## src/rtl/aes_pkg.sv

```systemverilog
// rtl/aes_pkg.sv - shared widths, block type and assembly-state enum for the AES block packer
package aes_pkg;
  localparam int WORD_W          = 32;
  localparam int BLOCK_W         = 128;
  localparam int WORDS_PER_BLOCK = 4;

  typedef logic [BLOCK_W-1:0] block_t;

  typedef enum logic [1:0] {W0, W1, W2, W3} asm_state_t;
endpackage

```

## src/rtl/aes_block_fifo.sv

```systemverilog
// rtl/aes_block_fifo.sv - synchronous FIFO of completed 128-bit blocks with push/pop/count
module aes_block_fifo
  import aes_pkg::*;
#(
  parameter int DEPTH = 2
) (
  input  logic       clk,
  input  logic       rst,
  input  logic       clear,
  input  logic       push,
  input  block_t     push_data,
  input  logic       pop,
  output block_t     head,
  output logic [2:0] count
);
  localparam int PW = (DEPTH > 1) ? $clog2(DEPTH) : 1;

  block_t          mem [2**PW];
  logic [PW-1:0]   rd_ptr;
  logic [PW-1:0]   wr_ptr;
  logic            loaded;
  logic            do_push;
  logic            do_pop;

  function automatic logic [PW-1:0] next_ptr(input logic [PW-1:0] p);
    return (p == PW'(DEPTH - 1)) ? '0 : p + 1'b1;
  endfunction

  // A pop frees the head slot in the same edge, so a full FIFO can take a push alongside it.
  assign do_pop  = pop && (count != 3'd0);
  assign do_push = push && ((count != 3'(DEPTH)) || do_pop);

  always_ff @(posedge clk) begin
    if (rst) begin
      rd_ptr <= '0;
      wr_ptr <= '0;
      count  <= 3'd0;
      loaded <= 1'b0;
    end else if (clear) begin
      rd_ptr <= '0;
      wr_ptr <= '0;
      count  <= 3'd0;
    end else begin
      if (do_push) begin
        wr_ptr <= next_ptr(wr_ptr);
        loaded <= 1'b1;
      end
      if (do_pop) begin
        rd_ptr <= next_ptr(rd_ptr);
      end
      case ({do_push, do_pop})
        2'b10:   count <= count + 3'd1;
        2'b01:   count <= count - 3'd1;
        default: count <= count;
      endcase
    end
  end

  always_ff @(posedge clk) begin
    if (!rst && !clear && do_push) begin
      mem[wr_ptr] <= push_data;
    end
  end

  // Storage is not reset; the head reads zero until the first block has been written.
  assign head = loaded ? mem[rd_ptr] : '0;
endmodule

```

## src/rtl/aes_block_packer.sv

```systemverilog
// rtl/aes_block_packer.sv - packs 32-bit upstream words big-endian into 128-bit AES blocks
module aes_block_packer #(
  parameter int NUM_BLOCKS      = 2,
  parameter int WORDS_PER_BLOCK = 4
) (
  input  logic         hclk,
  input  logic         hrst,
  input  logic         word_valid,
  input  logic [31:0]  word_data,
  output logic         word_ready,
  input  logic         clear,
  output logic         blk_valid,
  output logic [127:0] blk_data,
  input  logic         blk_ready,
  output logic         partial,
  output logic [2:0]   blk_count
);
  import aes_pkg::*;

  localparam asm_state_t LAST = asm_state_t'(2'(WORDS_PER_BLOCK - 1));

  asm_state_t                  state;
  asm_state_t                  state_next;
  logic [BLOCK_W-WORD_W-1:0]   asm_q;
  logic                        word_accept;
  logic                        blk_push;
  logic                        buf_full;
  block_t                      push_block;

  assign buf_full    = (blk_count == 3'(NUM_BLOCKS));
  assign word_accept = word_valid && word_ready;
  assign blk_push    = word_accept && (state == LAST);
  // The final word completes the block directly, so the assembly register is free next cycle.
  assign push_block  = {asm_q, word_data};
  assign blk_valid   = (blk_count != 3'd0);

  always_ff @(posedge hclk) begin
    if (hrst) begin
      state <= W0;
    end else if (clear) begin
      state <= W0;
    end else begin
      state <= state_next;
    end
  end

  always_comb begin
    state_next = state;
    if (word_accept) begin
      case (state)
        W0: state_next = W1;
        W1: state_next = W2;
        W2: state_next = W3;
        W3: state_next = W0;
      endcase
    end
  end

  // word_ready depends only on registered state, never on blk_ready.
  always_comb begin
    word_ready = 1'b1;
    partial    = 1'b0;
    if ((state == LAST) && buf_full) begin
      word_ready = 1'b0;
    end
    if (state != W0) begin
      partial = 1'b1;
    end
  end

  always_ff @(posedge hclk) begin
    if (hrst) begin
      asm_q <= '0;
    end else if (word_accept && !clear) begin
      asm_q <= {asm_q[BLOCK_W-2*WORD_W-1:0], word_data};
    end
  end

  aes_block_fifo #(
    .DEPTH(NUM_BLOCKS)
  ) u_fifo (
    .clk      (hclk),
    .rst      (hrst),
    .clear    (clear),
    .push     (blk_push),
    .push_data(push_block),
    .pop      (blk_ready),
    .head     (blk_data),
    .count    (blk_count)
  );
endmodule

```

## config.mk

```make
export PLATFORM = sky130hd
export DESIGN_NAME = aes_block_packer
export DESIGN_NICKNAME = d
export VERILOG_FILES = /design/src/rtl/aes_pkg.sv /design/src/rtl/aes_block_fifo.sv /design/src/rtl/aes_block_packer.sv
export SDC_FILE = /design/constraint.sdc
export NUM_CORES = 1
export LEC_CHECK = 0
export BUFFER_PORTS_ARGS = -buffer_cell sky130_fd_sc_hd__buf_2
export CAP_MARGIN = 5
export CORE_MARGIN = 2
export CORE_UTILIZATION = 58
export CTS_CLUSTER_DIAMETER = 50
export DETAILED_ROUTE_END_ITERATION = 16
export PLACE_DENSITY = 0.8
export SLEW_MARGIN = 20
export SYNTH_ARGS = -nofsm -noshare
export SYNTH_HDL_FRONTEND = slang
export SYNTH_SLANG_ARGS = --single-unit
```

## constraint.sdc

```tcl
create_clock -name hclk -period 18.3 [get_ports hclk]
set_input_delay 5.49 -clock hclk [delete_from_list [all_inputs] [get_ports hclk]]
set_output_delay 5.49 -clock hclk [all_outputs]
set_load 0.05 [all_outputs]
```

==> impl_metrics.toml, run 1 <==
[run_status]
status = "finished, final reports clean"

[place]
portBuffers = 170
place_ws_ns = 9.680
globalplace.congestion = 0.7617
place_area_um2 = 15000
post-dp-hpwl_mm = 15.95
dp_cells = 1419

[timing]
finClkSkew_ns = 0.01068
holdWs_ns = 0.4421
fmax_mhz = 122.7
min_period_over_period_pct = 44.53
layout_setup_ws_ns = 10.15
period_needed_ns = 8.149
rsz0062_at_grt = "false"
slew_headroom_pct = 28.67
hold_viol = 0
drv_slew = 0
setup_viol_count_final = 0
worst_pin_slew_ns = 1.070
fin_tns_setup_ns = 0

[drt]
wl_per_cell_um = 17.86
ant_nets = 0
via_per_inst = 5.318
drt_iter0_drc = 607
vias = 7887
drc = 0
wirelength_mm = 26.49
drtPass1Iterations = 5

[setup_path]
critical_path_class = "reg2out"
slowest_stage = "buf_4"
cp-end-kind = "output port"
max_stage_delay_ns = 0.87
critPathLaunchType = "register"
crit_chain = "buf_4 -> mux2i_1 -> nor2_1 -> buf_2"
required_ns = 12.81
cp_top_family = "buffers and inverters"
critPathBufInv = 2
arrival_ns = 2.66
critPathMaxFanout = 61

[grt]
gr-usage-met1_pct = 27.32
top_usage_layer = "met2"
grt-ovfl-total = 0
antenna_found_initial = 1
grt_max_degree = 132
grt_pass1_wl_mm = 42.01
grt_usage_pct = 20.67
use_met2_pct = 35.42
grt_pass1_vias = 7953
use_met3_pct = 4.298

[logic_synthesis]
ys_types = 32
ys_async_sr_fraction_pct = 0
synth_edf_count = 256
synth_top_flop_cell = "edfxtp_1"
postSynthAreaPerCell_um2 = 14.22
seq_area_frac_synth_pct = 70.16
syn_area_um2 = 13950
synthTopCellsByCount = "edfxtp_1 (256), mux2i_1 (194), nor2_1 (136)"
yosysMostFrequentCell = "edfxtp_1"
synth_area_leaders = "edfxtp_1 (55%), dfxtp_1 (15%), mux2i_1 (14%)"
synthDominantCellAreaShare_pct = 55.10
yosys_warnings = 0
yosysTopAreaCell = "edfxtp_1"
synth-seq-cells = 361
syn-num-nets = 1024
synth_cells = 981

[floorplan]
start_util_pct = 59.26
die_area_um2 = 25310
die_width_um = 159.1
core_area_um2 = 23540
rows = 56
ios = 171
die_height_um = 159.1

[cts]
clk_pin_slew_ns = 0.06
post_cts_resized = 0
cts_tree = "yes"
clock_latency_ns = 0.51
cts.sinks = 361
cts_hold_buffers = 0
clockBufferDepth = 3
post_cts_buffers = 0
cts-buffers-inserted = 36
clockRootBuffer = "clkbuf_16"
htreeDepth = 2

[pwr]
power_mw = 1.624
ir_drop_mv = 0.06152
p_leak_nw = 5.717
power_density_nw_per_um2 = 100.6

[layout]
nets = 1181
layout-drive-gt1-share_pct = 20.72
final_cells = 1483
syn2layout_area_growth_pct = 15.74
utilization_pct = 68.59
postLayoutCellArea_um2 = 16150

[min_path]
hp-class = "reg2reg"

[job]
drv_cap = 0
## kinds of logic (layout without fill, tap and decap cells)
kind of cell	after synthesis	in the layout	share of synthesized area [%]
other cells	0	1	0
mux	194	194	13.92
xor+xnor	3	3	0.1884
compound gates	72	72	2.699
fa+ha+maj	6	6	0.5919
simple gates	276	276	9.918
flops	361	361	70.16
buf+inv	69	251	2.520
## final cells by class
class | instances | area [um2]
Clock inverter | 16 | 150.1
Timing Repair Buffer | 179 | 924.6
Tap cell | 319 | 399.1
Multi-Input combinational cell | 551 | 3849
Clock buffer | 47 | 993.5
Antenna cell | 1 | 2.502
Fill cell | 1659 | 7395
Sequential cell | 361 | 9793
Inverter | 9 | 36.28
## metal layers
| metal | up-vias | part of all wire (%) | wire length [um] |
|---|---|---|---|
| met2 | 217 | 50 | 13240 |
| li1 | 3785 | - | - |
| met3 | 39 | 6.0 | 1600 |
| met1 | 3846 | 42 | 11200 |
| met4 | 0 | 1.7 | 450 |
| met5 | - | 0 | 0 |
## cells in the final DEF (no fill, tap or decap), drive strengths merged
cell / instances
o22ai: 1
clkbuf: 47
a21o: 1
or2: 1
edfxtp: 256
o31a: 1
nor2: 136
bufinv: 3
o21ai: 65
nor4bb: 1
nor2b: 32
mux2i: 194
o311a: 1
fa: 1
a21oi: 2
clkinv: 13
buf: 179
xnor2: 1
inv: 9
diode: 1
or3: 2
nor3: 1
dfxtp: 105
xor2: 2
nand2: 5
o311ai: 1
ha: 5
nand2b: 98
## flip-flops by register name, indices dropped and copies added, names as in the netlist, named ones only
| name | count |
|---|---|
| asm_q | 96 |
| state | 2 |
| u_fifo.count | 3 |
| u_fifo.loaded | 1 |
| u_fifo.mem | 256 |
| u_fifo.rd_ptr | 1 |
| u_fifo.wr_ptr | 1 |
## worst register-to-register path: cells and delay by family, from the launching register on
kind	cells	cell delay (ns)
AOI/OAI and AO/OA	1	0.29
adders and majority gates	1	0.20
DFF	1	0.39
and+or+nand+nor	1	0.23
buffers and inverters	2	1.58
## report_power, final
part | internal, mW | total, mW | switching (mW)
sequential | 0.875 | 0.879 | 0.00404
clock | 0.424 | 0.711 | 0.288
combinational | 0.0135 | 0.0340 | 0.0205
## final timing paths
| kind | cells after the start | slack, ns | from | to |
|---|---|---|---|---|
| worst min register to register | 0 | 0.44 | asm_q[66] | u_fifo.mem[0][98] |
| worst max-delay path | 4 | 10.15 | register | blk_data[98] |
| worst min-delay path | 0 | 0.44 | asm_q[66] | u_fifo.mem[0][98] |
| worst max register to register | 5 | 15.18 | state[1] | u_fifo.mem[1][96] |
(Power assumes the default switching activity.)
==> run 2, diff against run 1 <==
- CORE_UTILIZATION: 58 -> 52
- PLACE_DENSITY: 0.8 -> 0.75
- clock period: 18.3 -> 7.04 ns (I/O delays scaled with it)
==> run 2 against run 1 <==
Routed wire length rose by 0.60%. Core utilization down 6.7 points. Global-route usage shrank 1.6 points. Combinational power rose to 2.6 times the previous value. Non-clock buffer count is the same. Final cell count rose by 1.2%. Sequential cell count unchanged. Critical path depth stayed put. Cell area is 0.40% higher. Count of clock-buffer cells in the layout rose by 6. Critical path type unchanged. Largest power group unchanged.
==> impl_metrics.toml, run 2 (same netlist as run 1, synthesis figures left out) <==
[run_status]
status = "finished, final reports clean"

[grt]
grt-ovfl-total = 0
grt_usage_pct = 19.08
top_usage_layer = "met2"
use_met2_pct = 30.31
gr-usage-met1_pct = 26.77
grt_max_degree = 129
use_met3_pct = 4.161
antenna_found_initial = 1
grt_pass1_vias = 7755
grt_pass1_wl_mm = 42.32

[layout]
regArea_um2 = 9793
max_flop_register = "u_fifo.mem"
final_cells = 1501
final_common_cell = "edfxtp_1"
multiInputGateArea_um2 = 3862
largest_reg_flops = 256
utilization_pct = 61.87
final_cell_mix = "edfxtp_1 (256), mux2i_1 (194), buf_2 (169)"
syn2layout_area_growth_pct = 16.20
top_regs = "u_fifo.mem x256, asm_q x96, u_fifo.count x3"
nFillCells = 1999
layout-drive-gt1-share_pct = 20.43
nets = 1182

[cts]
cts_hold_buffers = 0
clock_latency_ns = 0.51
post_cts_buffers = 0
cts.sinks = 361
post_cts_resized = 0
cts_tree = "yes"
cts-buffers-inserted = 37
htreeDepth = 2
clockRootBuffer = "clkbuf_16"
clk_pin_slew_ns = 0.06
clockBufferDepth = 3

[floorplan]
die_width_um = 167.8
core_area_um2 = 26210
die_height_um = 167.8
die_area_um2 = 28160
rows = 59
start_util_pct = 53.24
ios = 171

[setup_path]
arrival_ns = 2.72
critical_path_class = "reg2out"
cp-end-kind = "output port"
rr_worst_depth = 6
reg2reg_from = "state[0]"
regToRegEndpoint = "asm_q[9]"
critPathMaxFanout = 50
required_ns = 4.93
rrSetupSlack_ns = 4.45
critPathLaunchType = "register"

[place]
globalplace.congestion = 0.7362
post-dp-hpwl_mm = 15.73
portBuffers = 170
dp_cells = 1435
place_ws_ns = 2.514

[timing]
rsz0062_at_grt = "false"
fin_tns_setup_ns = 0
fmax_mhz = 206.8
period_needed_ns = 4.835
drv_slew = 0
layout_setup_ws_ns = 2.205
setup_viol_count_final = 0
finClkSkew_ns = 0.009228
min_period_over_period_pct = 68.68
slew_headroom_pct = 30.34
worst_pin_slew_ns = 1.042
hold_viol = 0

[drt]
wl_per_cell_um = 17.75
via_per_inst = 5.201
ant_nets = 0
drc = 0
vias = 7807
drtPass1Iterations = 7
wirelength_mm = 26.65
drt_iter0_drc = 514

[pwr]
p_seq_share_pct = 54.0
p_leak_nw = 5.720
share_comb_of_total_power_pct = 2.1
power.switching_mw = 0.8220
swShare_pct = 19.44
power_density_nw_per_um2 = 260.8
power.internal_mw = 3.407
ir_drop_mv = 0.2291
power_frac_clock_pct = 43.9
power_mw = 4.229

[min_path]
hold_start = "asm_q[65]"
hp-class = "reg2reg"
whs_path_depth = 0
hold_end = "u_fifo.mem[0][97]"

[job]
drv_cap = 0
==> run 2: changes by cell type in the layout (fill, tap and decap cells not counted), sizes merged <==
cell      before  now
clkbuf        47   53
clkinv        13    7
clkinvlp       0    1
inv            9   10
==> run 2: final cells by class <==
type | instances | share of cell area (%)
clock inverter | 12 | 0.8952
inverter | 9 | 0.2238
clock buffer | 53 | 6.143
antenna | 1 | 0.01543
timing repair buffer | 179 | 5.911
tap | 335 | 2.585
multi-input combinational | 551 | 23.82
sequential | 361 | 60.40
==> run 2: per-stage QoR <==
stage	hold slack [ns]	area (um2)
floorplan	0.4178	13970
global placement	0.4223	15060
detailed placement	0.4301	15060
CTS	0.4458	16200
global route	0.4656	16210
finish	0.4482	16210
==> run 2: how the worst max path moves through the flow <==
stage,depth (start not counted),startpoint,endpoint,slack [ns]
finish,4,register,blk_data[77],2.21
global route,4,register,blk_data[57],2.06
CTS,4,register,blk_data[56],2.13
detailed placement,5,clear,asm_q[15],2.51
global placement,5,clear,asm_q[16],2.56
floorplan,4,hrst,u_fifo.mem[0][0],0.69
==> run 2: metal layers <==
metal / wire length [um] / up-vias / part of all wire [%]
met3: 1626 / 45 / 6.1
met1: 11870 / 3758 / 45
met2: 12580 / 206 / 47
met4: 571 / 0 / 2.1
met5: 0 / - / 0
li1: - / 3798 / -
==> run 2: power groups by stage <==
stage | clock [mW] | combinational [mW] | sequential [mW]
floorplan | 0 | 0.0620 | 2.33
global placement | 0 | 0.0874 | 2.33
detailed placement | 0 | 0.0890 | 2.33
CTS | 1.89 | 0.0897 | 2.29
global route | 1.97 | 0.0971 | 2.29
finish | 1.86 | 0.0886 | 2.29
==> run 2: critical path, stage by stage, from the launching register on <==
cell and delay (ns):
dfxtp_4 0.98, buf_4 0.58, mux2i_1 0.32, nor2_1 0.06, buf_2 0.24
==> run 3, diff against run 2 <==
- ABC_AREA: not set -> 1
- CORE_UTILIZATION: 52 -> 58
- PLACE_DENSITY: 0.75 -> 0.79
- clock period: 7.04 -> 4.5 ns (I/O delays scaled with it)
==> run 3 against run 2 <==
Combinational power grew to 3.4 times the previous value. Clock power is 58% higher. Routed wire length up 27%. Worst setup slack lost 1.4 ns. Count of clock-buffer cells in the layout shrank 2. Non-clock buffer count increased by 8. Cell area increased by 4.0%. Largest cell class unchanged. Largest power group unchanged.
==> impl_metrics.toml, run 3 <==
[cts]
clk_pin_slew_ns = 0.06
clockRootBuffer = "clkbuf_16"
cts_tree = "yes"
clockBufferDepth = 3
htreeDepth = 2
post_cts_resized = 0
cts.sinks = 361
clock_latency_ns = 0.51
post_cts_buffers = 0
cts-buffers-inserted = 36
cts_hold_buffers = 0

[grt]
grt_pass1_vias = 10140
grt_pass1_wl_mm = 52.43
grt_usage_pct = 25.41
antenna_found_initial = 0
grt-ovfl-total = 0
grt_max_degree = 129

[place]
portBuffers = 170
dp_cells = 1929
globalplace.congestion = 0.8049
place_ws_ns = 1.241
post-dp-hpwl_mm = 20.04

[timing]
period_needed_ns = 3.732
drv_slew = 0
rsz0062_at_grt = "false"
min_period_over_period_pct = 82.94
hold_viol = 0
finClkSkew_ns = 0.01565
layout_setup_ws_ns = 0.7678
setup_viol_count_final = 0
worst_pin_slew_ns = 1.105
slew_headroom_pct = 26.34
fmax_mhz = 267.9

[logic_synthesis]
synth_edf_count = 256
postSynthAreaPerCell_um2 = 9.771
synth_top_flop_cell = "edfxtp_1"
yosysTopAreaCell = "edfxtp_1"
synth_cells = 1506
seq_area_frac_synth_pct = 66.52
syn_area_um2 = 14720
synth_area_leaders = "edfxtp_1 (52%), dfxtp_1 (14%), nor2_1 (9.2%)"
synthDominantCellAreaShare_pct = 52.24
ys_async_sr_fraction_pct = 0
syn-num-nets = 1549
ys_types = 21
synth-seq-cells = 361
synthTopCellsByCount = "nor2_1 (360), edfxtp_1 (256), inv_1 (236)"
yosys_warnings = 0
yosysMostFrequentCell = "nor2_1"

[pwr]
power_density_nw_per_um2 = 408.7
p_leak_nw = 7.599
ir_drop_mv = 0.3315

[drt]
drtPass1Iterations = 6
drc = 0
ant_nets = 0
vias = 10590
via_per_inst = 5.313
wirelength_mm = 33.88
drt_iter0_drc = 1114
wl_per_cell_um = 17.00

[layout]
final_cells = 1993
max_flop_register = "u_fifo.mem"
top_regs = "u_fifo.mem x256, asm_q x96, u_fifo.count x3"
layout-drive-gt1-share_pct = 15.15
nets = 1680
largest_reg_flops = 256
diodes = 0
final_cell_mix = "nor2_1 (358), edfxtp_1 (256), inv_1 (235)"
syn2layout_area_growth_pct = 14.57
final_common_cell = "nor2_1"

[setup_path]
cp_top_family = "buffers and inverters"
arrival_ns = 2.38
critPathBufInv = 3
critical_path_class = "reg2out"
required_ns = 3.15
critPathMaxFanout = 50
max_stage_delay_ns = 0.47
cp_common_cell = "nor2_1"
crit_chain = "inv_4 -> buf_4 -> nor2_1 -> nor2_1 -> buf_2"
critPathLaunchType = "register"
slowest_stage = "inv_4"
cp-end-kind = "output port"

[floorplan]
start_util_pct = 58.78
rows = 58
die_width_um = 163.3
core_area_um2 = 25040
ios = 171
die_area_um2 = 26660
die_height_um = 163.3

[job]
drv_cap = 0

[run_status]
status = "finished, final reports clean"

[min_path]
hp-class = "reg2reg"
[run 3: changes by cell type after synthesis, sizes merged, moves of 5 or more]
cell | previous run | this run
mux2i | 194 | 0
nand4 | 0 | 96
nand3 | 0 | 5
nor2 | 136 | 361
o21ai | 65 | 131
nand2 | 5 | 205
buf | 27 | 62
nand2b | 98 | 0
nor2b | 32 | 0
inv | 9 | 238
[run 3: area by class of cell]
cell class / count / area [um2]
inverter: 238 / 897.1
fill: 1898 / 8177
sequential: 361 / 9797
clock inverter: 13 / 152.6
multi-input combinational: 813 / 3586
tap: 330 / 412.9
clock buffer: 51 / 1008
timing repair buffer: 187 / 1006
[run 3: worst paths after layout]
kind | startpoint | endpoint | slack (ns) | cells past startpoint
max | register | blk_data[65] | 0.77 | 5
min | asm_q[23] | u_fifo.mem[1][55] | 0.45 | 0
max reg2reg | state[1] | asm_q[50] | 2.13 | 6
min reg2reg | asm_q[23] | u_fifo.mem[1][55] | 0.45 | 0
[run 3: kinds of logic after synthesis]
group	Yosys count	share of synthesized area [%]
adders and majority gates	6	0.5612
and+or+nand+nor	669	18.89
buffers and inverters	332	9.310
DFF	361	66.52
AOI/OAI and AO/OA	138	4.711
[run 3: stage by stage]
stage / util [%] / setup TNS, ns / power [mW] / cell area (um2) / hold slack (ns)
after floorplan: - / -287.38 / 3.925 / 14720 / 0.4256
after global placement: 62.70 / 0 / 4.014 / 15700 / 0.4297
after detailed placement: 62.70 / 0 / 4.028 / 15700 / 0.4374
after CTS: 67.34 / 0 / 6.927 / 16860 / 0.4533
after global routing: 67.34 / 0 / 7.105 / 16860 / 0.4672
final: 67.34 / 0 / 6.891 / 16860 / 0.4503
[run 3: per-layer routing]
metal | share of wire, % | global-route usage, % | vias to the layer above
li1 | - | - | 5103
met1 | 42 | 34.85 | 5014
met2 | 47 | 40.76 | 393
met3 | 6.6 | 3.631 | 79
met4 | 4.2 | 11.18 | 0
met5 | 0 | 0 | -
[run 3: worst register-to-register path, cell delays in order (launching register included)]
cell and delay (ns):
dfxtp_1 0.34, ha_1 0.25, nand3_4 0.13, buf_4 0.83
nand4_1 0.49, nand2_1 0.18, nor2_1 0.05
[run 3: power by group]
group          internal (mW)  total [mW]  switching, mW
Combinational         0.0938       0.302          0.208
Sequential              3.61        3.66         0.0470
Clock                   1.74        2.93           1.19
